$ cat src/rtl/bitpat_scan_ctrl.sv
// bitpat_scan_ctrl: loads pages, strobes matcher per block, drains true page numbers.
// Optional tpn_count output enabled by defining TPN_COUNT_EN.
module bitpat_scan_ctrl #(
  parameter int ARR_SIZE  = 288,
  parameter int P_SIZE    = 12,
  parameter int NOB       = 3,
  parameter int NOP_WIDTH = 5,
  parameter int NOB_WIDTH = 2,
  parameter int WAIT_CYC  = 2
) (
  input  logic                              clk,
  input  logic                              rst,
  input  logic                              pg_valid,
  output logic                              pg_ready,
  input  logic [P_SIZE-1:0]                 pg_data,
  input  logic [P_SIZE-1:0]                 pat1,
  input  logic [P_SIZE-1:0]                 pat2,
  input  logic [P_SIZE-1:0]                 pat3,
  input  logic [P_SIZE-1:0]                 pat4,
  output logic [ARR_SIZE-1:0]               a,
  output logic [P_SIZE-1:0]                 x1,
  output logic [P_SIZE-1:0]                 x2,
  output logic [P_SIZE-1:0]                 x3,
  output logic [P_SIZE-1:0]                 x4,
  output logic [NOB_WIDTH:0]                b_idx,
  output logic                              put_global_array,
  input  logic [NOP_WIDTH*(ARR_SIZE/P_SIZE)-1:0] g_tpn_arr,
  output logic                              tpn_valid,
  input  logic                              tpn_ready,
  output logic [NOP_WIDTH-1:0]              tpn_data,
  output logic                              tpn_last,
  output logic                              scan_done
`ifdef TPN_COUNT_EN
  ,
  output logic [NOP_WIDTH:0]                tpn_count
`endif
);
  localparam int NOP = ARR_SIZE / P_SIZE;
  localparam logic [NOP_WIDTH-1:0] SENT = '1;
  localparam logic [NOP_WIDTH-1:0] PC_LAST = NOP_WIDTH'(NOP - 1);
  localparam logic [NOB_WIDTH:0] B_LAST = (NOB_WIDTH+1)'(NOB - 1);
  typedef enum logic [2:0] {LOAD, PUT, WAIT, FINAL, FWAIT, CAPTURE, DRAIN} state_t;
  state_t state, nstate;
  logic [NOP_WIDTH-1:0] pc, e, cur, nxt;
  logic [7:0] wc;
  logic wc_end, hs;
  logic [NOP_WIDTH*NOP-1:0] cap;
  logic [NOP_WIDTH*(NOP+2)-1:0] capx;
  // Two trailing sentinels let e and e+1 index past the last entry without a range guard.
  assign capx = {{(2*NOP_WIDTH){1'b1}}, cap};
  assign cur = capx[e*NOP_WIDTH +: NOP_WIDTH];
  assign nxt = capx[(int'(e)+1)*NOP_WIDTH +: NOP_WIDTH];
  assign wc_end = wc == 8'(WAIT_CYC - 1);
  assign hs = tpn_valid && tpn_ready;
  always_ff @(posedge clk or posedge rst)
    if (rst) state <= LOAD;
    else state <= nstate;
  always_comb begin
    nstate = state;
    case (state)
      LOAD:    nstate = (pg_valid && pc == PC_LAST) ? PUT : LOAD;
      PUT:     nstate = WAIT;
      WAIT:    nstate = !wc_end ? WAIT : (b_idx < B_LAST) ? PUT : FINAL;
      FINAL:   nstate = FWAIT;
      FWAIT:   nstate = wc_end ? CAPTURE : FWAIT;
      CAPTURE: nstate = DRAIN;
      DRAIN:   nstate = (cur == SENT) ? LOAD : DRAIN;
      default: nstate = LOAD;
    endcase
  end
  always_comb begin
    pg_ready = state == LOAD;
    put_global_array = state == PUT || state == FINAL;
    tpn_valid = state == DRAIN && cur != SENT;
    tpn_data = cur;
    tpn_last = tpn_valid && nxt == SENT;
    scan_done = state == DRAIN && cur == SENT;
  end
  always_ff @(posedge clk or posedge rst)
    if (rst) begin
      a <= '0;
      x1 <= '0;
      x2 <= '0;
      x3 <= '0;
      x4 <= '0;
      b_idx <= '0;
      pc <= '0;
      wc <= '0;
      e <= '0;
      cap <= '0;
    end else begin
      wc <= ((state == WAIT || state == FWAIT) && !wc_end) ? wc + 1'b1 : '0;
      if (state == LOAD) begin
        b_idx <= '0;
        if (pg_valid) begin
          a[pc*P_SIZE +: P_SIZE] <= pg_data;
          pc <= (pc == PC_LAST) ? '0 : pc + 1'b1;
          if (pc == '0) begin
            x1 <= pat1;
            x2 <= pat2;
            x3 <= pat3;
            x4 <= pat4;
          end
        end
      end
      if (state == WAIT && wc_end && b_idx < B_LAST) b_idx <= b_idx + 1'b1;
      if (state == CAPTURE) begin
        cap <= g_tpn_arr;
        e <= '0;
      end
      if (hs) e <= e + 1'b1;
    end
`ifdef TPN_COUNT_EN
  always_ff @(posedge clk or posedge rst)
    if (rst) tpn_count <= '0;
    else if (state == CAPTURE) tpn_count <= '0;
    else if (hs) tpn_count <= tpn_count + 1'b1;
`endif
endmodule
$ cat config.mk
export PLATFORM = sky130hd
export DESIGN_NAME = bitpat_scan_ctrl
export DESIGN_NICKNAME = d
export VERILOG_FILES = /design/src/rtl/bitpat_scan_ctrl.sv
export SDC_FILE = /design/constraint.sdc
export NUM_CORES = 1
export LEC_CHECK = 0
export CORE_UTILIZATION = 30
export CTS_BUF_LIST = sky130_fd_sc_hd__clkbuf_16
export CTS_CLUSTER_DIAMETER = 150
export DETAILED_ROUTE_END_ITERATION = 6
export GPL_TIMING_DRIVEN = 0
export SLEW_MARGIN = 30
export SYNTH_ARGS = -nofsm -noshare
export SYNTH_HDL_FRONTEND = slang
export SYNTH_SLANG_ARGS = --single-unit
$ cat constraint.sdc
create_clock -name clk -period 18.48 [get_ports clk]
set_clock_uncertainty 0.05 [all_clocks]
set_input_delay 1.848 -clock clk [delete_from_list [all_inputs] [get_ports clk]]
set_output_delay 1.848 -clock clk [all_outputs]
set_load 0.01 [all_outputs]
==> results.py <==
metrics = {
    "yosys": {
        "syn_area_per_cell_um2": 12.45,
        "yosys_warnings": 0,
        "synthCells": 1807,
        "ys_top_cells_by_area": "dfrtp_1 53%, mux2_2 20%, mux2i_1 2.1%",
        "postSynthRegisterBits": 480,
        "synth_fp_nets": 2007,
        "synth-edff-count": 0,
        "synth.lib_cells_used.distinct": 86,
        "yosysSeqAreaShare_pct": 53.38,
        "ys_async_sr_fraction_pct": 100.0,
        "synth_top_cell_area_share_pct": 53.38,
        "synth_top_flop_cell": "dfrtp_1",
        "post-synth-top-area-cell": "dfrtp_1",
        "synthesis.area_um2": 22500,
    },
    "floorplanning": {
        "fp.coreArea_um2": 74320,
        "floorplan.die.width_um": 275.9,
        "num_rows": 100,
        "die_area_um2": 76100,
        "starting_density_of_the_core_pct": 30.28,
        "overall_die_height_um": 275.9,
        "floorplan.io_pins": 533,
    },
    "job": {
        "timing.max_cap.violations": 0,
    },
    "pwr": {
        "clock_power_share_pct": 20.8,
        "p_sw_mw": 2.355,
        "pwr_density_cell_nw_per_um2": 173.1,
        "comb_power_share_pct": 50.1,
        "cellInternalPower_mw": 3.024,
        "power_switching_share_pct": 43.79,
        "peakVddDrop_uv": 94.08,
        "power.leakage_nw": 13.49,
        "power.sequential.fraction_pct": 29.1,
        "total_power_mw": 5.379,
    },
    "run_status": {
        "outcome": "finished, final reports clean",
    },
    "worst_setup_path": {
        "worstPathMaxFanout": 10,
        "setup.worst_path.end_class": "output pin",
        "cp.arrival_ns": 4.35,
        "required_time_worst_endpoint_ns": 16.58,
        "reg2reg_from": "pc[2]",
        "crit_type": "register to output pin",
        "critPathLaunchType": "register",
        "crit_path_start": "e[0]",
    },
    "timing": {
        "worst_hold_slack_ns": 0.4475,
        "layout_min_cycle_time_ns": 6.247,
        "grt_setup_unrepaired": "false",
        "timing.final.max_slew_violations": 0,
        "max_clock_freq_mhz": 160.1,
        "relSlewSlack_pct": 34.98,
        "worstMarginPinSlew_ns": 0.9753,
        "setup_viol": 0,
        "fin_crit_sh_pct": 33.80,
        "timing.setup.tns_ns": 0,
        "hold_viol_final": 0,
    },
    "cts": {
        "cts_tree": "built",
        "ctsHtreeMaxLevel": 2,
        "total_clock_sinks": 480,
        "worstSkewPairLatency_ns": 0.61,
        "ctsLongestPathBuffers": 3,
        "postCtsHoldBufs": 0,
        "clock_pin_slew_worst_setup_and_hold_paths_ns": 0.06,
        "ctsRootBufferMaster": "clkbuf_16",
        "cts_inserted_buffers": 55,
        "cts-resized-gates": 0,
        "post-cts-setup-buffer-count": 0,
    },
    "layout": {
        "layout-area-overhead-vs-synth_pct": 38.07,
        "mostFrequentLayoutCell": "clkdlybuf4s50_1",
        "filler_cell_count": 6994,
        "layout.core_utilization_pct": 41.80,
        "layout.nets": 2602,
        "final_cell_mix": "532 x clkdlybuf4s50_1, 480 x dfrtp_1, 402 x mux2_2",
        "share_of_cells_above_drive_strength_1_pct": 24.02,
    },
    "global_route": {
        "vias_in_the_first_global_route": 18720,
        "track_usage_pct": 21.43,
        "grt_overflow": 0,
        "number_of_antenna_violations_at_the_first_check_in_global_routing": 8,
        "grt_max_degree": 98,
        "grt_first_pass_wirelength_um": 121700,
    },
    "place": {
        "portBuffers": 532,
        "place_congestion": 0.9572,
        "place_hpwl_um": 65180,
    },
    "route": {
        "via_count": 17860,
        "route.detailed.wl_per_inst_um": 24.36,
        "route.detailed.vias_per_inst": 5.224,
        "drt.antenna.violating_nets": 0,
        "detail_route.first_pass.iterations": 6,
        "drc": 0,
        "detailed_route_wire_length_um": 83250,
        "drt_iter0_drc": 1387,
    },
    "min_path": {
        "worst_hold_startpoint": "a[80]",
        "hp-class": "register to register",
    },
}
[final cells by class]
cell class | count | area (um2) | area share [%]
antenna | 1 | 2.502 | 0.008055
buffer | 92 | 407.9 | 1.313
clock buffer | 55 | 1376 | 4.430
clock inverter | 48 | 465.4 | 1.498
inverter | 32 | 127.6 | 0.4108
multi-input combinational | 1203 | 9996 | 32.17
sequential | 480 | 12010 | 38.66
tap | 969 | 1212 | 3.903
timing repair buffer | 538 | 5468 | 17.60
[power groups by stage]
stage	Combinational, mW	Sequential [mW]	Clock [mW]
after CTS	2.68	1.56	1.15
after detailed placement	2.67	1.58	0
after floorplan	1.51	1.56	0
after global routing	2.87	1.59	1.20
after global placement	2.63	1.57	0
final	2.69	1.56	1.12
[layer usage]
| layer | vias to the layer above | track usage [%] | part of all wire (%) |
|---|---|---|---|
| li1 | 7850 | - | - |
| met1 | 9059 | 25.95 | 39 |
| met2 | 761 | 36.78 | 50 |
| met3 | 177 | 4.637 | 6.7 |
| met4 | 10 | 8.748 | 4.2 |
| met5 | - | 0 | 0.091 |
[Yosys cell counts, types with 7 or more instances]
cell type and instances:
dfrtp_1 480, mux4_2 18, nand3_1 48, clkbuf_1 62, o32ai_1 16, and3_1 10, nor3_2 8, or3_1 7
ha_1 15, nand4_1 23, nor3_1 34, nand2_1 109, mux2i_1 48, o21ai_0 87, buf_2 17, o22ai_1 20
nor2b_1 7, and2_1 9, o31ai_1 26, mux2_2 402, a21o_1 10, a21oi_1 29, inv_1 29, nor2_1 97
nand2b_1 18, nor4_1 9, a31oi_1 10
[cell families (layout without fill, tap and decap cells)]
logic type | Yosys count | after routing | synth area share [%]
flip-flops | 480 | 480 | 53.38
AND/OR/NAND/NOR | 407 | 407 | 8.980
adder cells (fa/ha/maj) | 16 | 16 | 0.9230
multiplexers | 477 | 477 | 24.62
XOR/XNOR | 18 | 18 | 0.9564
buffers and inverters | 124 | 765 | 2.347
other | 0 | 1 | 0
AO/OA/AOI/OAI | 285 | 285 | 8.791
[final timing paths]
check / end / slack [ns] / cells after the start
setup / recovery: tpn_last / 12.23 / 10
hold / removal: a[80] / 0.45 / 1
setup reg to reg: a[28] / 13.17 / 13
hold reg to reg: a[80] / 0.45 / 1
max in group asynchronous: a[16] / 15.43 / 4
min in group asynchronous: x4[4] / 1.65 / 2
[state kept, by name, summed over array words and instances (netlist names), 5 cells and up]
register	flops
a	288
cap	120
e	5
pc	5
wc	8
x1	12
x2	12
x3	12
x4	12
[through the flow]
step           instance area (um2)  std cells  worst slack, ns
3_3_place_gp                 29040       3308           -2.188
3_5_place_dp                 29220       3314            12.95
2_1_floorplan                22500       1807            3.189
6_report                     31070       3418            12.23
5_1_grt                      31060       3417            12.16
4_1_cts                      31060       3417            12.24
[critical path, stage by stage (launching register included)]
cell and delay, ns:
dfrtp_1 0.36, buf_4 0.23, buf_2 0.35, buf_2 0.34, clkbuf_1 0.63, nand4_1 0.17
o22ai_1 0.23, a21oi_1 0.10, nor4_1 0.48, o311a_1 0.27, clkdlybuf4s50_1 0.58
Note: power is estimated with default switching activity, not from simulation.
